$ cat config.mk
export PLATFORM = sky130hd
export DESIGN_NAME = time_of_day_counter_flat
export DESIGN_NICKNAME = d
export VERILOG_FILES = /design/src/rtl/tod_pkg.sv /design/src/rtl/time_of_day_counter_if.sv /design/src/rtl/tod_prescaler.sv /design/src/rtl/time_of_day_counter.sv /design/src/flat_wrapper.sv
export SDC_FILE = /design/constraint.sdc
export NUM_CORES = 1
export LEC_CHECK = 0
export ABC_AREA = 1
export ABC_CLOCK_PERIOD_IN_PS = 2850
export BUFFER_PORTS_ARGS = -buffer_cell sky130_fd_sc_hd__buf_4
export CAP_MARGIN = 20
export CELL_PAD_IN_SITES_DETAIL_PLACEMENT = 1
export CELL_PAD_IN_SITES_GLOBAL_PLACEMENT = 1
export CORE_UTILIZATION = 45
export DETAILED_ROUTE_END_ITERATION = 7
export GPL_TIMING_DRIVEN = 1
export PLACE_DENSITY_LB_ADDON = 0.08
export SLEW_MARGIN = 20
export SYNTH_ARGS = -nofsm -noshare
export SYNTH_HDL_FRONTEND = slang
export SYNTH_SLANG_ARGS = --single-unit
$ cat constraint.sdc
create_clock -name clk -period 2.85 [get_ports clk]
set_input_delay 0.57 -clock clk [delete_from_list [all_inputs] [get_ports clk]]
set_output_delay 0.57 -clock clk [all_outputs]
set_load 0.005 [all_outputs]
$ cat src/rtl/tod_pkg.sv
// Shared widths, hour constants and the 24h -> 12h display mapping for the
// time-of-day counter.
package tod_pkg;

    localparam int SEC_W  = 6;
    localparam int MIN_W  = 6;
    localparam int HOUR_W = 5;

    localparam logic [HOUR_W-1:0] HOUR24_MAX  = 5'd23;
    localparam logic [HOUR_W-1:0] HOUR12_NOON = 5'd12;

    // 12-hour display value: hour24 % 12, with 0 shown as 12.
    function automatic logic [HOUR_W-1:0] hour24_to_12(input logic [HOUR_W-1:0] h24);
        logic [HOUR_W-1:0] h;
        h = (h24 >= HOUR12_NOON) ? h24 - HOUR12_NOON : h24;
        return (h == '0) ? HOUR12_NOON : h;
    endfunction

endpackage

$ cat src/rtl/time_of_day_counter_if.sv
// Load/readout bus of the time-of-day counter. The alarm signals exist only
// when TOD_ALARM_EN is defined.
//
// Handshake: set_valid and alarm_set are single-cycle strobes with no ready.
// The core accepts or rejects every strobe in the cycle it is sampled; a
// rejection shows up as a one-cycle set_err pulse on the following cycle.
interface time_of_day_counter_if;
    import tod_pkg::*;

    logic              set_valid;
    logic [HOUR_W-1:0] set_hour;
    logic [MIN_W-1:0]  set_minute;
    logic [SEC_W-1:0]  set_second;
    logic              set_err;
    logic [SEC_W-1:0]  second;
    logic [MIN_W-1:0]  minute;
    logic [HOUR_W-1:0] hour;
    logic              pm;
    logic              sec_tick;
    logic              new_day;
`ifdef TOD_ALARM_EN
    logic              alarm_set;
    logic [HOUR_W-1:0] alarm_hour;
    logic [MIN_W-1:0]  alarm_minute;
    logic              alarm_arm;
    logic              alarm_fire;
`endif

    modport master (
        output set_valid, set_hour, set_minute, set_second,
`ifdef TOD_ALARM_EN
        output alarm_set, alarm_hour, alarm_minute, alarm_arm,
        input  alarm_fire,
`endif
        input  set_err, second, minute, hour, pm, sec_tick, new_day
    );

    modport slave (
        input  set_valid, set_hour, set_minute, set_second,
`ifdef TOD_ALARM_EN
        input  alarm_set, alarm_hour, alarm_minute, alarm_arm,
        output alarm_fire,
`endif
        output set_err, second, minute, hour, pm, sec_tick, new_day
    );

endinterface

$ cat src/rtl/tod_prescaler.sv
// Divides clk down to a one-cycle second tick. Counts only while run is high;
// clr restarts the count from zero (used by a time load).
module tod_prescaler #(
    parameter int DIV = 50_000_000
) (
    input  logic clk,
    input  logic rst_n,
    input  logic run,
    input  logic clr,
    output logic tick
);

    localparam int CW = (DIV > 1) ? $clog2(DIV) : 1;
    localparam logic [CW-1:0] LAST = CW'(DIV - 1);

    logic [CW-1:0] count;

    assign tick = run && (count == LAST);

    // Cycle counter: wraps at DIV-1, holds while stopped, clr has priority.
    always_ff @(posedge clk or negedge rst_n) begin
        if (!rst_n) begin
            count <= '0;
        end else if (clr) begin
            count <= '0;
        end else if (run) begin
            count <= (count == LAST) ? '0 : count + 1'b1;
        end
    end

endmodule

$ cat src/rtl/time_of_day_counter.sv
// hh:mm:ss time-of-day counter with prescaler, run enable, validated load,
// runtime 12/24-hour display and registered sec_tick/new_day pulses.
// Optional alarm compare is built when TOD_ALARM_EN is defined.
module time_of_day_counter
    import tod_pkg::*;
#(
    parameter int DIV     = 50_000_000,
    parameter int SEC_MAX = 59,
    parameter int MIN_MAX = 59
) (
    input  logic clk,
    input  logic rst_n,
    input  logic run,
    input  logic mode_24h,
    time_of_day_counter_if.slave bus
);

    localparam logic [SEC_W-1:0] SEC_LAST = SEC_W'(SEC_MAX);
    localparam logic [MIN_W-1:0] MIN_LAST = MIN_W'(MIN_MAX);

    logic [SEC_W-1:0]  sec_q, sec_nx;
    logic [MIN_W-1:0]  min_q, min_nx;
    logic [HOUR_W-1:0] hour_q, hour_nx;
    logic              tick, load_ok, load_bad, advance, day_wrap;
    logic              sec_wrap, min_wrap;
    logic              sec_tick_q, new_day_q, set_err_q;
    logic              alarm_bad;

    tod_prescaler #(.DIV(DIV)) u_prescaler (
        .clk   (clk),
        .rst_n (rst_n),
        .run   (run),
        .clr   (load_ok),
        .tick  (tick)
    );

    // Load range check and the successor time for one second advance.
    always_comb begin
        load_ok  = bus.set_valid && (bus.set_hour <= HOUR24_MAX) &&
                   (bus.set_minute <= MIN_LAST) && (bus.set_second <= SEC_LAST);
        load_bad = bus.set_valid && !load_ok;
        advance  = tick && !load_ok;
        sec_wrap = (sec_q == SEC_LAST);
        min_wrap = (min_q == MIN_LAST);
        day_wrap = sec_wrap && min_wrap && (hour_q == HOUR24_MAX);
        sec_nx   = sec_wrap ? '0 : sec_q + 1'b1;
        min_nx   = min_q;
        hour_nx  = hour_q;
        if (sec_wrap) begin
            min_nx = min_wrap ? '0 : min_q + 1'b1;
            if (min_wrap) begin
                hour_nx = (hour_q == HOUR24_MAX) ? '0 : hour_q + 1'b1;
            end
        end
    end

    // Time registers: a valid load wins over a coincident tick.
    always_ff @(posedge clk or negedge rst_n) begin
        if (!rst_n) begin
            sec_q  <= '0;
            min_q  <= '0;
            hour_q <= '0;
        end else if (load_ok) begin
            sec_q  <= bus.set_second;
            min_q  <= bus.set_minute;
            hour_q <= bus.set_hour;
        end else if (advance) begin
            sec_q  <= sec_nx;
            min_q  <= min_nx;
            hour_q <= hour_nx;
        end
    end

    // One-cycle status pulses, aligned with the new time becoming visible.
    always_ff @(posedge clk or negedge rst_n) begin
        if (!rst_n) begin
            sec_tick_q <= 1'b0;
            new_day_q  <= 1'b0;
            set_err_q  <= 1'b0;
        end else begin
            sec_tick_q <= advance;
            new_day_q  <= advance && day_wrap;
            set_err_q  <= load_bad || alarm_bad;
        end
    end

`ifdef TOD_ALARM_EN
    logic [HOUR_W-1:0] alarm_hour_q;
    logic [MIN_W-1:0]  alarm_min_q;
    logic              alarm_fire_q, alarm_ok, alarm_hit;

    // Alarm range check and match against the time being advanced into.
    always_comb begin
        alarm_ok  = (bus.alarm_hour <= HOUR24_MAX) && (bus.alarm_minute <= MIN_LAST);
        alarm_bad = bus.alarm_set && !alarm_ok;
        alarm_hit = bus.alarm_arm && (sec_nx == '0) &&
                    (min_nx == alarm_min_q) && (hour_nx == alarm_hour_q);
    end

    // Alarm time latch and fire pulse; loads never fire.
    always_ff @(posedge clk or negedge rst_n) begin
        if (!rst_n) begin
            alarm_hour_q <= '0;
            alarm_min_q  <= '0;
            alarm_fire_q <= 1'b0;
        end else begin
            if (bus.alarm_set && alarm_ok) begin
                alarm_hour_q <= bus.alarm_hour;
                alarm_min_q  <= bus.alarm_minute;
            end
            alarm_fire_q <= advance && alarm_hit;
        end
    end

    assign bus.alarm_fire = alarm_fire_q;
`else
    assign alarm_bad = 1'b0;
`endif

    assign bus.second   = sec_q;
    assign bus.minute   = min_q;
    assign bus.hour     = mode_24h ? hour_q : hour24_to_12(hour_q);
    assign bus.pm       = (hour_q >= HOUR12_NOON);
    assign bus.sec_tick = sec_tick_q;
    assign bus.new_day  = new_day_q;
    assign bus.set_err  = set_err_q;

endmodule

$ cat src/flat_wrapper.sv
// flat-port wrapper written by rule: the top's interface ports become plain ports
module time_of_day_counter_flat import tod_pkg::*;
#(
    parameter int DIV     = 50_000_000,
    parameter int SEC_MAX = 59,
    parameter int MIN_MAX = 59
)
  (clk, rst_n, run, mode_24h, bus_set_valid, bus_set_hour, bus_set_minute, bus_set_second, bus_set_err, bus_second, bus_minute, bus_hour, bus_pm, bus_sec_tick, bus_new_day);
  time_of_day_counter_if bus_i ();
  input  logic clk;
  input  logic rst_n;
  input  logic run;
  input  logic mode_24h;
  input wire logic [$bits(bus_i.set_valid)-1:0] bus_set_valid;
  input wire logic [$bits(bus_i.set_hour)-1:0] bus_set_hour;
  input wire logic [$bits(bus_i.set_minute)-1:0] bus_set_minute;
  input wire logic [$bits(bus_i.set_second)-1:0] bus_set_second;
  output wire logic [$bits(bus_i.set_err)-1:0] bus_set_err;
  output wire logic [$bits(bus_i.second)-1:0] bus_second;
  output wire logic [$bits(bus_i.minute)-1:0] bus_minute;
  output wire logic [$bits(bus_i.hour)-1:0] bus_hour;
  output wire logic [$bits(bus_i.pm)-1:0] bus_pm;
  output wire logic [$bits(bus_i.sec_tick)-1:0] bus_sec_tick;
  output wire logic [$bits(bus_i.new_day)-1:0] bus_new_day;
  assign bus_i.set_valid = bus_set_valid;
  assign bus_i.set_hour = bus_set_hour;
  assign bus_i.set_minute = bus_set_minute;
  assign bus_i.set_second = bus_set_second;
  assign bus_set_err = bus_i.set_err;
  assign bus_second = bus_i.second;
  assign bus_minute = bus_i.minute;
  assign bus_hour = bus_i.hour;
  assign bus_pm = bus_i.pm;
  assign bus_sec_tick = bus_i.sec_tick;
  assign bus_new_day = bus_i.new_day;
  time_of_day_counter #(.DIV(DIV), .SEC_MAX(SEC_MAX), .MIN_MAX(MIN_MAX)) u_core (.clk(clk), .rst_n(rst_n), .run(run), .mode_24h(mode_24h), .bus(bus_i));
endmodule
After elaboration in Yosys (flattened, before gate mapping)
Cells that the tools add are included.
{"block": "totals", "ff_bits": 46, "latchBits": 0, "ram_bits": 0, "mem_bits_ro": 0, "inputBits": 22, "output_inout_bits": 21, "wordCells": 55, "mem_count": 0}
{"block": "op_classes", "add_sub_neg": 5, "n_mul": 0, "n_div": 0, "order_cmp": 4, "eq_ne": 4, "n_shift": 0, "n_mux": 18, "bitwise": 0, "n_reduce_logical": 17}
{"operator": "2-to-1 mux 26 bit", "count": 3}
{"operator": "2-to-1 mux 6 bit", "count": 7}
{"operator": "2-to-1 mux 5 bit", "count": 8}
{"operator": "adder 26 x 1 -> 26 bit (second input constant)", "count": 1}
{"operator": "equality test 26 bit (second input constant)", "count": 1}
{"operator": "adder 6 x 1 -> 6 bit (second input constant)", "count": 2}
{"operator": "equality test 6 bit (second input constant)", "count": 2}
{"operator": "less-or-equal comparator 6 bit (second input constant)", "count": 2}
{"operator": "logical AND 1 bit", "count": 9}
{"operator": "nonzero test 2 bit", "count": 4}
{"operator": "adder 5 x 1 -> 5 bit (second input constant)", "count": 1}
{"operator": "equality test 5 bit (second input constant)", "count": 1}
{"operator": "greater-or-equal comparator 5 x 4 -> 1 bit (second input constant)", "count": 1}
{"operator": "less-or-equal comparator 5 bit (second input constant)", "count": 1}
{"operator": "logical NOT 5 bit", "count": 1}
{"operator": "subtractor 5 x 4 -> 5 bit (second input constant)", "count": 1}
{"operator": "AND reduction 3 bit", "count": 1}
{"operator": "AND reduction 2 bit", "count": 1}
{"operator": "logical NOT 1 bit", "count": 1}

Depth between registers and ports, before layout
Gate-level depths: netlist (run 1).
{"block": "depth", "ltp_word": 8, "mapped_depth": 10, "ltp_nobuf": 10}

Modules after synthesis
From an unflattened synthesis (run 1), not the netlist that was laid out.
{"block": "hier_totals", "hier_cells": 471, "hier_area_um2": 3235.6}
{"mod": "tod_prescaler", "n_inst": 1, "cells_each": 246, "area_per_inst_um2": 1687.9}
{"mod": "time_of_day_counter", "n_inst": 1, "cells_each": 225, "area_per_inst_um2": 1547.7}

Least setup slack after synthesis (run 1)
No wires, ideal clock.
{"block": "synth_path", "path_type": "register to output", "from": "register u_core.hour_q[0]", "to": "output bus_hour[0]", "arrival_ns": 1.372, "required_time_ns": 2.280, "path_slack_ns": 0.908, "path_stages_with_launch": 9, "path_buffers": 0, "path_cell_list": "dfrtp_1 > inv_1 > ha_1 > a21oi_1 > o21ai_1 > nand2_1 > nand4_1 > nor2_1 > nor2_1"}
{"block": "synth_via", "elab_chain_cells": 5, "elab_cells_between_ends": 6, "cone_classes": "1 x add/sub; 1 x order compare; 3 x mux; 1 x reduce/logical"}
{"item": "start: declaration", "line_no": "time_of_day_counter.sv:23", "text": "logic [HOUR_W-1:0] hour_q, hour_nx;"}
{"item": "start signal: assignment", "line_no": "time_of_day_counter.sv:66", "text": "hour_q <= bus.set_hour;"}
{"item": "start signal: assignment", "line_no": "time_of_day_counter.sv:70", "text": "hour_q <= hour_nx;"}
{"item": "greater-or-equal comparator 5 x 4 -> 1 bit (*)"}
{"item": "net bus_pm", "line_no": "flat_wrapper.sv:22", "text": "output wire logic [$bits(bus_i.pm)-1:0] bus_pm;"}
{"item": "2-to-1 mux 5 bit (*)", "line_no": "tod_pkg.sv:15", "text": "h = (h24 >= HOUR12_NOON) ? h24 - HOUR12_NOON : h24;"}
{"item": "logical NOT 5 bit", "line_no": "tod_pkg.sv:16", "text": "return (h == '0) ? HOUR12_NOON : h;"}
{"item": "2-to-1 mux 5 bit (*)", "line_no": "tod_pkg.sv:16"}
{"item": "2-to-1 mux 5 bit (*)", "line_no": "time_of_day_counter.sv:122", "text": "assign bus.hour = mode_24h ? hour_q : hour24_to_12(hour_q);"}
{"item": "end: declaration", "line_no": "flat_wrapper.sv:21", "text": "output wire logic [$bits(bus_i.hour)-1:0] bus_hour;"}
Mark *: on every way through the listed nets, which the timed path passes. The rest lies on a longest branch.

Worst setup path after layout (run 1)
{"block": "layout_path", "from": "register u_core.hour_q[2]", "to": "output bus_hour[0]"}
{"block": "layout_via", "elab_chain_cells": 5, "elab_cells_between_ends": 6, "cone_classes": "1 x add/sub; 1 x order compare; 3 x mux; 1 x reduce/logical"}
{"item": "subtractor 5 x 4 -> 5 bit or greater-or-equal comparator 5 x 4 -> 1 bit (tied branches)", "line_no": "tod_pkg.sv:15"}
{"item": "2-to-1 mux 5 bit (*)", "line_no": "tod_pkg.sv:15"}
{"item": "logical NOT 5 bit", "line_no": "tod_pkg.sv:16"}
{"item": "2-to-1 mux 5 bit (*)", "line_no": "tod_pkg.sv:16"}
{"item": "2-to-1 mux 5 bit (*)", "line_no": "time_of_day_counter.sv:122"}
Mark *: on every way between the ends. The rest lies on a longest branch, timed or not.

==> out/summary.md, run 1 <==
The flow ran to the end, and the final reports show no timing, DRC or antenna violations. Data on the critical path is required at its endpoint by 2.28 ns. The fraction of the mapped netlist area in compound gates was 0.0621; the static leakage was 1.86 nW. Leaving out fill and tap cells, the most frequent cell in the layout is sky130_fd_sc_hd__nand2_1. The initialized floorplan defines 31 standard-cell rows. The growth of design area from synthesis to finish was 13.3%; the final weighted congestion of routability-driven global placement was 0.880. For the relative contribution of sequential cells to total power, the log shows 0.423. Entering global routing, the biggest net connects 47 pins. For this design, the sink count on the clock tree is 46.

The critical path is of the flop to output pin type. Per-instance average area after synthesis: 6.82 um^2. The run gives 9650 um as the post-detailed-routing wire length. The synthesized netlist occupies a cell area of 3360 um^2. The clock power share was 0.239; the fraction of synthesized cell area in xor and xnor cells was 0.0365. The highest fanout seen on the critical path was 9. The hold-fix buffer count after cts is 0, and the number of nets in the synthesized netlist is 522. The first global-routing pass estimated 15700 um of wire.

The number of hold violations in the final report was 0. Synthesis instantiated 33 different standard cells from the library. The run gives 2 as the maximum clock path buffer count. The number of fillers in the final layout was 1012; the width of the die was 88.5 um. The final worst-path setup slack was 0.217 ns; the global route total overflow was 0. The number of warnings issued by yosys came out at 0.

TritonCTS built the clock tree. Setup repair after global routing left no endpoint under its margin. Setup violations remaining at the end of the flow were counted as 0. The number of gates resized after CTS was 0.

The final period utilization was 0.924. The net switching share of the total power was 0.366. Summed over all nets, the switching power comes to 0.762 mW. The remaining routing DRC violations is 0. The largest family of logic cells by synthesized area was simple AND/OR/NAND/NOR gates.

The arrival time reported for the critical path endpoint was 2.06 ns; the number of nets in the layout was 558. Portion of the post-synthesis area used by sequential elements: 0.342. The clock period could shrink to 2.63 ns. For the worst IR drop on VDD, the log shows 0.260 mV.

The CTS clock-pin slew for the worst setup and hold paths was 0.10 ns; the power density over the cells was 547 nW/um^2. The simple-gate share of the synthesized area works out to 0.446. The run gives 0 as the number of nets still failing antenna checks after routing. STA classifies the critical path startpoint as a flop. In this run, synthesis produced a sequential element count of 46.

In the layout the commonest cells are sky130_fd_sc_hd__nand2_1 (159), sky130_fd_sc_hd__nor2_1 (56), sky130_fd_sc_hd__nand3_1 (55), sky130_fd_sc_hd__dfrtp_1 (46). The worst setup path is captured at an output pin. In this run the standard cell core region covers 7250 um^2. Max-cap violations in this run came to 0. The global-route total usage across every layer came out at 0.260. The logs give 2.08 mW for the power consumption and 2 for the maximum level of the CTS H-tree.

The proportion of layout cells with a drive suffix above 1 is 0.149, and the synthesized instance count is 493. Synthesized-area fraction occupied by adder cells: 0.0260. The die height came out at 88.5 um.

The count of pins over their slew limit is 0, and the total number of vias is 3394. Across the routed clock network, the largest skew measured is 0.00966 ns. The starting density of the core was 0.464. The multi-input combinational cells in the finished layout cover a total of 1920 um^2. Setup total negative slack on the finished layout was measured at 0 ns.

The first detailed-routing pass ran for 4 iterations. Share of total power in combinational logic: 0.338. The detailed router finished its first iteration with 108 violations. The fmax was 0.380 GHz.

During I/O placement, the number of pins put on the boundary was 43. In the final layout, flip-flops and latches occupy 1150 um^2. The internal portion of the total power is 1.32 mW. The via count of the first global-routing pass is 3287.

Buffers placed on the I/O ports in this run total 42. The die covers 7820 um^2. The mux share of post-synthesis cell area is 0, and the final routed wire length divided by cell count is 15.3 um. For the post-CTS setup repair buffer count, the log shows 0. The transition time at the pin with the least slew margin is 0.608 ns.

The run gives 0 as the count of antenna diodes in the layout. The via density per instance was 5.40; the number of CTS-inserted buffers was 5. Clock latency on the worst-skew pair: 0.31 ns. The kind of path behind the tightest hold check was input pin to asynchronous set/reset pin.

The run gives 0.595 as the relative slew slack. The root buffer cell chosen for the clock tree is sky130_fd_sc_hd__clkbuf_8. Detailed placement ended at an HPWL of 7450 um.

The run gives 0 as the number of antenna violations at the first check in global routing. The run gives 0.497 ns as the placement-stage worst setup slack.
## layout make-up
cell class / instances / share of cell area
Sequential cell: 46 / 0.302
Clock buffer: 5 / 0.0181
Clock inverter: 3 / 0.0105
Timing Repair Buffer: 43 / 0.0847
Tap cell: 99 / 0.0325
Inverter: 48 / 0.0473
Multi-Input combinational cell: 385 / 0.505
## power groups by stage
stage | clock network, mW | logic (mW) | registers [mW]
after CTS | 0.510 | 0.707 | 0.880
after detailed placement | 0 | 0.699 | 0.893
after global placement | 0 | 0.663 | 0.885
after floorplan | 0 | 0.443 | 0.848
final | 0.497 | 0.705 | 0.882
after global routing | 0.532 | 0.795 | 0.902
## cells by family (layout without fill, tap and decap cells)
group                      Yosys count  count (layout)
adders and majority gates            7               7
and+or+nand+nor                    324             324
AOI/OAI and AO/OA                   40              40
DFF                                 46              46
xor gates and xnor gates            14              14
buffers and inverters               62              99
## worst max-delay path: stages (launching register included)
cell	delay (ns)
sky130_fd_sc_hd__dfrtp_1	0.50
sky130_fd_sc_hd__ha_1	0.30
sky130_fd_sc_hd__a21oi_2	0.19
sky130_fd_sc_hd__o21ai_1	0.12
sky130_fd_sc_hd__nand2_1	0.09
sky130_fd_sc_hd__nand4_1	0.17
sky130_fd_sc_hd__nor2_1	0.18
sky130_fd_sc_hd__nor2_1	0.07
sky130_fd_sc_hd__buf_4	0.14
## metal layers
layer / track usage / wire [um]
met3: 0.0354 / 238
met5: 0 / 0
met1: 0.343 / 4520
met4: 0.0660 / 102
met2: 0.449 / 4790
## path summary, 6_finish.rpt
kind / startpoint / endpoint / slack (ns) / cells past startpoint
max: u_core.hour_q[2]$_DFFE_PN0P_ / bus_hour[0] / 0.22 / 8
min: rst_n / u_core.u_prescaler.count[19]$_DFFE_PN0P_ / 0.27 / 1
max reg2reg: u_core.u_prescaler.count[0]$_DFFE_PN0P_ / u_core.bus.minute[5]$_DFFE_PN0P_ / 0.88 / 10
min reg2reg: u_core.u_prescaler.count[1]$_DFFE_PN0P_ / u_core.u_prescaler.count[1]$_DFFE_PN0P_ / 0.53 / 2
max in group asynchronous: rst_n / u_core.bus.minute[3]$_DFFE_PN0P_ / 2.17 / 1
min in group clk: bus_set_valid / u_core.bus.set_err$_DFF_PN0_ / 0.50 / 3
## flip-flops by register name (all words and copies together), names as in the netlist
| signal | count |
|---|---|
| u_core.bus.set_err | 1 |
| u_core.hour_q | 5 |
| u_core.bus.sec_tick | 1 |
| u_core.bus.new_day | 1 |
| u_core.bus.minute | 6 |
| u_core.u_prescaler.count | 26 |
| u_core.bus.second | 6 |
## through the flow
stage	cell area, um^2	hold slack [ns]	cells	util
6_report	3810	0.267	629	0.525
3_3_place_gp	3700	0.497	621	0.510
4_1_cts	3810	0.288	629	0.525
5_1_grt	3810	0.327	629	0.525
2_1_floorplan	3360	0.274	493	-
3_5_place_dp	3700	0.505	621	0.510
## Yosys cell counts
| master | count | area share |
|---|---|---|
| sky130_fd_sc_hd__nor3_1 | 11 | 0.016 |
| sky130_fd_sc_hd__ha_1 | 7 | 0.026 |
| sky130_fd_sc_hd__o22ai_1 | 1 | 0.0019 |
| sky130_fd_sc_hd__a31oi_1 | 2 | 0.0037 |
| sky130_fd_sc_hd__nor2_2 | 6 | 0.011 |
| sky130_fd_sc_hd__nand2_8 | 1 | 0.0060 |
| sky130_fd_sc_hd__a21oi_1 | 14 | 0.021 |
| sky130_fd_sc_hd__nand4_2 | 2 | 0.0074 |
| sky130_fd_sc_hd__o21ai_0 | 16 | 0.024 |
| sky130_fd_sc_hd__o21ai_1 | 5 | 0.0074 |
| sky130_fd_sc_hd__nor2_4 | 3 | 0.010 |
| sky130_fd_sc_hd__and3_1 | 1 | 0.0019 |
| sky130_fd_sc_hd__xnor2_1 | 4 | 0.010 |
| sky130_fd_sc_hd__xor2_1 | 10 | 0.026 |
| sky130_fd_sc_hd__buf_4 | 3 | 0.0067 |
| sky130_fd_sc_hd__clkbuf_1 | 2 | 0.0022 |
| sky130_fd_sc_hd__nand4_1 | 17 | 0.032 |
| sky130_fd_sc_hd__nand2_2 | 4 | 0.0074 |
| sky130_fd_sc_hd__nor2_8 | 1 | 0.0060 |
| sky130_fd_sc_hd__dfrtp_1 | 46 | 0.34 |
| sky130_fd_sc_hd__nand2_4 | 3 | 0.010 |
| sky130_fd_sc_hd__or3_1 | 1 | 0.0019 |
| sky130_fd_sc_hd__nand3_4 | 2 | 0.010 |
| sky130_fd_sc_hd__nand2_1 | 159 | 0.18 |
| sky130_fd_sc_hd__nor2_1 | 56 | 0.062 |
| sky130_fd_sc_hd__nor3b_1 | 2 | 0.0045 |
| sky130_fd_sc_hd__buf_2 | 6 | 0.0089 |
| sky130_fd_sc_hd__inv_2 | 5 | 0.0056 |
| sky130_fd_sc_hd__buf_6 | 1 | 0.0033 |
| sky130_fd_sc_hd__o21bai_1 | 2 | 0.0045 |
| sky130_fd_sc_hd__nand3_1 | 55 | 0.082 |
| sky130_fd_sc_hd__inv_1 | 43 | 0.048 |
| sky130_fd_sc_hd__buf_12 | 2 | 0.012 |
Power figures use the tool's default switching activity.
==> run 2, diff against run 1 <==
==> constraint.sdc (replaced) <==
create_clock -name clk -period 2.85 [get_ports clk]
set_input_delay 0.1425 -clock clk [delete_from_list [all_inputs] [get_ports clk]]
set_output_delay 0.1425 -clock clk [all_outputs]
set_load 0.005 [all_outputs]
==> out/summary.md, run 2 (same netlist as run 1, synthesis figures left out) <==
After clock tree synthesis, the clock-pin slew on the worst setup and hold paths is 0.08 ns. The final period demand of the worst path is 2.20 ns. The count of antenna diodes in the layout was 0; the number of antenna violations at the first check in global routing was 0. Count of pins over their slew limit: 0.

The top cell types in the final layout, fill and taps aside, are sky130_fd_sc_hd__nand2_1 (159), sky130_fd_sc_hd__nor2_1 (56), sky130_fd_sc_hd__nand3_1 (55), sky130_fd_sc_hd__dfrtp_1 (46). In this run the power density over the cells is 543 nW/um^2. Counting cells, the worst reg-to-reg path comes to 10.

For the starting density of the core, the log shows 0.464. The met2 wire length was 4680 um; the final routed wire length divided by cell count was 15.5 um. Detailed route wirelength on metal3: 317 um.

The total area inside the core boundary comes to 7250 um^2. The kind of end point of the critical path was an output pin. The number of nets in the layout was 559.

After floorplanning, the core was divided into 31 placement rows. The kind of path behind the tightest hold check is input pin to flop. The remaining routing DRC violations was 0; the via density per instance was 5.39. The run gives 0.647 ns as the final worst-path setup slack.

The utilization after layout came out at 0.526. The tools report the HPWL after detailed placement as 7510 um. The port buffer count was 42.

The tools report the root cell of the clock tree as sky130_fd_sc_hd__clkbuf_8. The final-report setup violation count came out at 0. The number of flip-flops in the largest register was 26. Setup repair after global routing left no endpoint under its margin. Static timing analysis puts the maximum clock frequency at 0.454 GHz. The worst hold path was traced through 3 stages. The logs give 0.599 for the relative slew slack and 0.231 mV for the worst IR drop on VDD. The flow ran to the end, and the final reports show no timing, DRC or antenna violations. The critical path is of the flop to output pin type. The via count of the first global-routing pass came out at 3337. Relative to the synthesized area, the layout overhead comes to 13.4%. For the placement-stage worst setup slack, the log shows 0.964 ns. Highest layer used for signal routing: met4. The iteration count of the initial detailed-routing pass is 4, and the number of fillers in the final layout is 997. The first global-routing pass estimated 16200 um of wire. The transition time at the pin with the least slew margin works out to 0.602 ns. Once the clock tree was built, the resizer swapped 0 gates to a different size. In this run the number of H-tree levels came out at 2. Post-route clock skew: 0.00543 ns. The width of the die was 88.5 um; the number of CTS-inserted buffers was 5. The highest fanout seen on the critical path was 9; the global-route total usage across every layer was 0.268.

The count of nets left with antenna violations once routing finished came out at 0. The clock drives 46 sinks. After detailed routing, the wire length on met1 is 4670 um. The post-CTS setup repair buffer count is 0, and the footprint of the flip-flops and latches is 1150 um^2.

Entering global routing, the biggest net connects 47 pins. The tools report the worst path required time as 2.71 ns. The arrival time reported for the critical path endpoint was 2.06 ns; the number of top-level pins was 43. Startpoint kind of the worst setup timing path: a flop. After detailed placement, the design holds a cell count of 621. The die is 88.5 um tall. Max-cap violations in this run came to 0. Leaving out fill and tap cells, the most frequent cell in the layout is sky130_fd_sc_hd__nand2_1. The logs give 7820 um^2 for the floorplan die area and 0 ns for the final-layout setup total negative slack. The number of hold violations in the final report is 0, and the final period utilization is 0.773. The maximum clock path buffer count is 2. The register with the most flip-flops was u_core.u_prescaler.count.

TritonCTS built the clock tree. For this run, the number of standard cells in the final layout without fillers is 630. Routability-driven placement finished with a final weighted congestion of 0.863. For this design the static power due to leakage is 1.86 nW. In this run, the number of DRC markers left after iteration 0 of detailed routing was 109. The proportion of layout cells with a drive suffix above 1 is 0.143.

At the later pin of the worst-skew pair, clock insertion delay measures 0.30 ns. For the post-detailed-routing wire length, the log shows 9750 um. The run gives 0 as the global route total overflow. The run gives 3395 as the total number of vias. The total area of multi-input combinational cells was 1920 um^2.
[run 2: cell count changes in the layout (fill, tap and decap cells not counted)]
cell	change
sky130_fd_sc_hd__clkbuf_1	+2
sky130_fd_sc_hd__clkinv_2	-2
sky130_fd_sc_hd__a21oi_1	+1
sky130_fd_sc_hd__a21oi_2	-1
sky130_fd_sc_hd__dlygate4sd3_1	+1
[run 2: path summary, 6_finish.rpt]
check | from | endpoint | slack [ns]
min in group asynchronous | rst_n | u_core.u_prescaler.count[19]$_DFFE_PN0P_ | 0.37
min reg2reg | u_core.bus.minute[1]$_DFFE_PN0P_ | u_core.bus.minute[1]$_DFFE_PN0P_ | 0.56
max reg2reg | u_core.u_prescaler.count[1]$_DFFE_PN0P_ | u_core.bus.minute[2]$_DFFE_PN0P_ | 1.00
min | bus_set_valid | u_core.bus.set_err$_DFF_PN0_ | 0.07
max in group asynchronous | rst_n | u_core.u_prescaler.count[14]$_DFFE_PN0P_ | 2.05
max | u_core.hour_q[2]$_DFFE_PN0P_ | bus_hour[0] | 0.65
[run 2: timing repair]
item,4_1_cts,5_1_grt
hold buffers,1,0
endpoints found under the setup margin,0,0
endpoints found under the hold margin,46,0
[run 2: critical path, stage by stage (launching register included)]
cell and delay (ns):
sky130_fd_sc_hd__dfrtp_1 0.49, sky130_fd_sc_hd__ha_1 0.29, sky130_fd_sc_hd__a21oi_1 0.24, sky130_fd_sc_hd__o21ai_1 0.14, sky130_fd_sc_hd__nand2_1 0.10, sky130_fd_sc_hd__nand4_1 0.15, sky130_fd_sc_hd__nor2_1 0.16, sky130_fd_sc_hd__nor2_1 0.06
sky130_fd_sc_hd__buf_4 0.13
[run 2: layer usage]
metal	GRT usage	up-vias
met3	0.0317	11
li1	-	1661
met2	0.460	68
met4	0.0528	0
met5	0	-
met1	0.365	1655
[run 2: cell type report]
class / instances / share of cell area
inverters: 48 / 0.0472
well taps: 99 / 0.0325
repair buffers: 44 / 0.0872
multi-input cells: 385 / 0.503
clock buffers: 7 / 0.0200
clock inverters: 1 / 0.00787
flip-flops and latches: 46 / 0.302
[run 2: power by group]
part           internal (mW)  total (mW)  switching [mW]  leakage, nW
Combinational          0.319       0.695           0.376         1.19
Clock                  0.263       0.492           0.229       0.0524
Sequential             0.741       0.883           0.142        0.617
Total                   1.32        2.07           0.747         1.86
[run 2: per-stage QoR]
stage	power (mW)	cell area (um^2)	hold WS [ns]
2_1_floorplan	1.29	3360	-0.153
3_3_place_gp	1.56	3700	0.199
3_5_place_dp	1.59	3700	0.200
4_1_cts	2.09	3810	0.0700
5_1_grt	2.22	3810	0.0857
6_report	2.07	3810	0.0731
==> run 3, diff against run 2 <==
--- a/config.mk
+++ b/config.mk
@@ -6,12 +6,12 @@
 export NUM_CORES = 1
 export LEC_CHECK = 0
 export ABC_AREA = 1
-export ABC_CLOCK_PERIOD_IN_PS = 2850
+export ABC_CLOCK_PERIOD_IN_PS = 2300
 export BUFFER_PORTS_ARGS = -buffer_cell sky130_fd_sc_hd__buf_4
 export CAP_MARGIN = 20
 export CELL_PAD_IN_SITES_DETAIL_PLACEMENT = 1
 export CELL_PAD_IN_SITES_GLOBAL_PLACEMENT = 1
-export CORE_UTILIZATION = 45
+export CORE_UTILIZATION = 42
 export DETAILED_ROUTE_END_ITERATION = 7
 export GPL_TIMING_DRIVEN = 1
 export PLACE_DENSITY_LB_ADDON = 0.08
==> constraint.sdc (replaced) <==
create_clock -name clk -period 2.3 [get_ports clk]
set_input_delay 0.115 -clock clk [delete_from_list [all_inputs] [get_ports clk]]
set_output_delay 0.115 -clock clk [all_outputs]
set_load 0.005 [all_outputs]
==> out/summary.md, run 3 (same netlist as run 1, synthesis figures left out) <==
Buffers inserted during clock tree synthesis total 5. The leading cell type in the layout, fill and taps excluded is sky130_fd_sc_hd__nand2_1. In this run, the number of DRC markers left after iteration 0 of detailed routing was 201. Origin of the worst min-delay path: bus_set_valid. On the critical path, the stage with the largest delay is an instance of sky130_fd_sc_hd__dfrtp_2. The growth of design area from synthesis to finish came out at 14.0%. The tightest min-delay check is of the input pin to flop type.

Worst path required time: 2.18 ns. Tracing the worst setup path back leads to its startpoint at u_core.hour_q[0]$_DFFE_PN0P_. The tightest hold path in the finished design has a slack of 0.0314 ns. The number of setup buffers added after CTS is 0. In this run the worst path has a maximum fanout of 5. Number of flip-flops in the largest register: 26. Counting the fill cells in the layout gives 1040. Entering global routing, the biggest net connects 47 pins. The proportion of layout cells with a drive suffix above 1 works out to 0.153.

After floorplanning, the core was sized to cover 7730 um^2. The final weighted congestion of routability-driven global placement came out at 0.864. On the worst path, the slowest cell contributes a delay of 0.42 ns. The die is 91.5 um tall. In the routed layout, each cell is associated on average with a via count of 5.31.

The transition time at the pin with the least slew margin was 0.591 ns; the worst path buffer plus inverter count was 2. The tools report the kind of end point of the critical path as an output pin. TritonCTS built the clock tree. CTS placed an instance of sky130_fd_sc_hd__clkbuf_8 at the clock tree root. The final period utilization works out to 0.904. Largest delay contributor family on the critical path: simple AND/OR/NAND/NOR gates. After clock tree synthesis, the clock-pin slew on the worst setup and hold paths is 0.09 ns. The tools report the global-route total usage across every layer as 0.251. In this run the count of I/O pins placed on the die edge is 43. For this run the aggregate overflow at the end of global routing stands at 0. The count of antenna diodes in the layout came out at 0.

Setup repair after global routing left no endpoint under its margin. The floorplan has 32 rows. The most numerous cell on the critical path is sky130_fd_sc_hd__nor2_1. The reg-to-reg startpoint was u_core.u_prescaler.count[0]$_DFFE_PN0P_. The starting density of the core came out at 0.435. Clock skew on the completed layout was measured at 0.00747 ns.

In the final layout, the multi-input gates occupy 1920 um^2. Setup violations remaining at the end of the flow were counted as 0. The H-tree generated during clock tree synthesis spans 2 levels. The net count of the finished layout is 559.

The clock latency on the worst-skew pair came out at 0.31 ns. For this design, the sink count on the clock tree is 46. The worst IR drop on VDD was 0.318 mV. Ranked by flip-flop count, first place goes to u_core.u_prescaler.count. The logs give 0 for the number of maximum-capacitance violations and 0.47 ns for the register-to-register path setup slack. The critical path class is flop to output pin.

For the arrival time reported for the critical path endpoint, the log shows 1.96 ns. Summed over all cells, the static leakage comes to 1.86 nW. For the maximum clock path buffer count, the log shows 2. Across all layers, the routed design uses 3356 vias. For the relative slew slack, the log shows 0.606.

The floorplan die area was 8370 um^2. The port buffer count works out to 42. For the remaining routing DRC violations, the log shows 0. For the via count of the first global-routing pass, the log shows 3353.

The clock period could shrink to 2.08 ns. In the layout the commonest cells are sky130_fd_sc_hd__nand2_1 (159), sky130_fd_sc_hd__nor2_1 (56), sky130_fd_sc_hd__nand3_1 (55). The worst setup path is launched from a flop. For the final-layout setup total negative slack, the log shows 0 ns. The signal on the critical path passes through inv_1 -> ha_1 -> a21oi_2 -> o21ai_1 -> nand2_1 -> nand4_1 -> nor2_1 -> nor2_1 -> buf_4. The final routed wire length divided by cell count works out to 15.5 um.

The number of hold violations in the final report is 0, and the power density over the cells is 681 nW/um^2. The flow ran to the end, and the final reports show no timing, DRC or antenna violations. The tools report the number of antenna violations at the first check in global routing as 0. The first-pass GRT wire length came out at 16500 um. For this run, the top clock speed supported by timing is 0.481 GHz. The footprint of the flip-flops and latches was 1150 um^2.

The iteration count of the initial detailed-routing pass came out at 4. The wire-length estimate of the detail-placed layout is 7460 um. The count of nets left with antenna violations once routing finished came out at 0.

The count of pins over their slew limit came out at 0. The final layout contains routed wiring with a total length of 9770 um. The die is 91.5 um wide.
run 3: changes by cell type in the layout (fill, tap and decap cells not counted):
cell,before,now
sky130_fd_sc_hd__a21oi_2,0,1
sky130_fd_sc_hd__a21oi_1,14,13
sky130_fd_sc_hd__dfrtp_1,46,43
sky130_fd_sc_hd__clkbuf_1,2,0
sky130_fd_sc_hd__dfrtp_2,0,3
sky130_fd_sc_hd__clkbuf_8,5,6
run 3: metrics by stage:
stage	util	cell area, um^2	std cells	total power, mW	worst slack (ns)
2_1_floorplan	-	3360	493	1.60	0.806
3_3_place_gp	0.479	3700	624	1.94	0.502
3_5_place_dp	0.479	3700	624	1.97	0.453
4_1_cts	0.495	3820	632	2.62	0.0999
5_1_grt	0.496	3830	632	2.78	0.0292
6_report	0.496	3830	632	2.61	0.222
run 3: path summary, 6_finish.rpt:
check / cells after the start / to
min: 3 / u_core.bus.set_err$_DFF_PN0_
max in group asynchronous: 2 / u_core.hour_q[2]$_DFFE_PN0P_
max reg2reg: 10 / u_core.bus.minute[2]$_DFFE_PN0P_
max: 9 / bus_hour[1]
min in group asynchronous: 2 / u_core.u_prescaler.count[19]$_DFFE_PN0P_
min reg2reg: 2 / u_core.u_prescaler.count[1]$_DFFE_PN0P_
run 3: timing repair:
item                                   CTS  global route
resized for setup                        0             4
setup endpoints to repair                0             4
hold buffers                             1             0
endpoints found under the hold margin   46             0
run 3: power by group:
group | total [mW] | switching (mW) | internal, mW
Clock | 0.644 | 0.296 | 0.348
Sequential | 1.10 | 0.180 | 0.923
Combinational | 0.862 | 0.462 | 0.399
run 3: worst min-delay path: cells and delay by family:
family	cells	cell delay [ns]
buffers and inverters	2	0.15
and+or+nand+nor	1	0.04
run 3: layout make-up:
type / count / share of cell area
clock buffers: 6 / 0.0215
clock inverters: 1 / 0.00784
inverters: 48 / 0.0470
multi-input cells: 385 / 0.502
flip-flops and latches: 46 / 0.301
well taps: 102 / 0.0333
repair buffers: 44 / 0.0868
run 3: metal layers:
layer,vias to the layer above,share of wire,global-route usage
li1,1657,-,-
met1,1630,0.48,0.351
met2,61,0.47,0.411
met3,8,0.039,0.0335
met4,0,0.0091,0.0569
met5,-,0,0
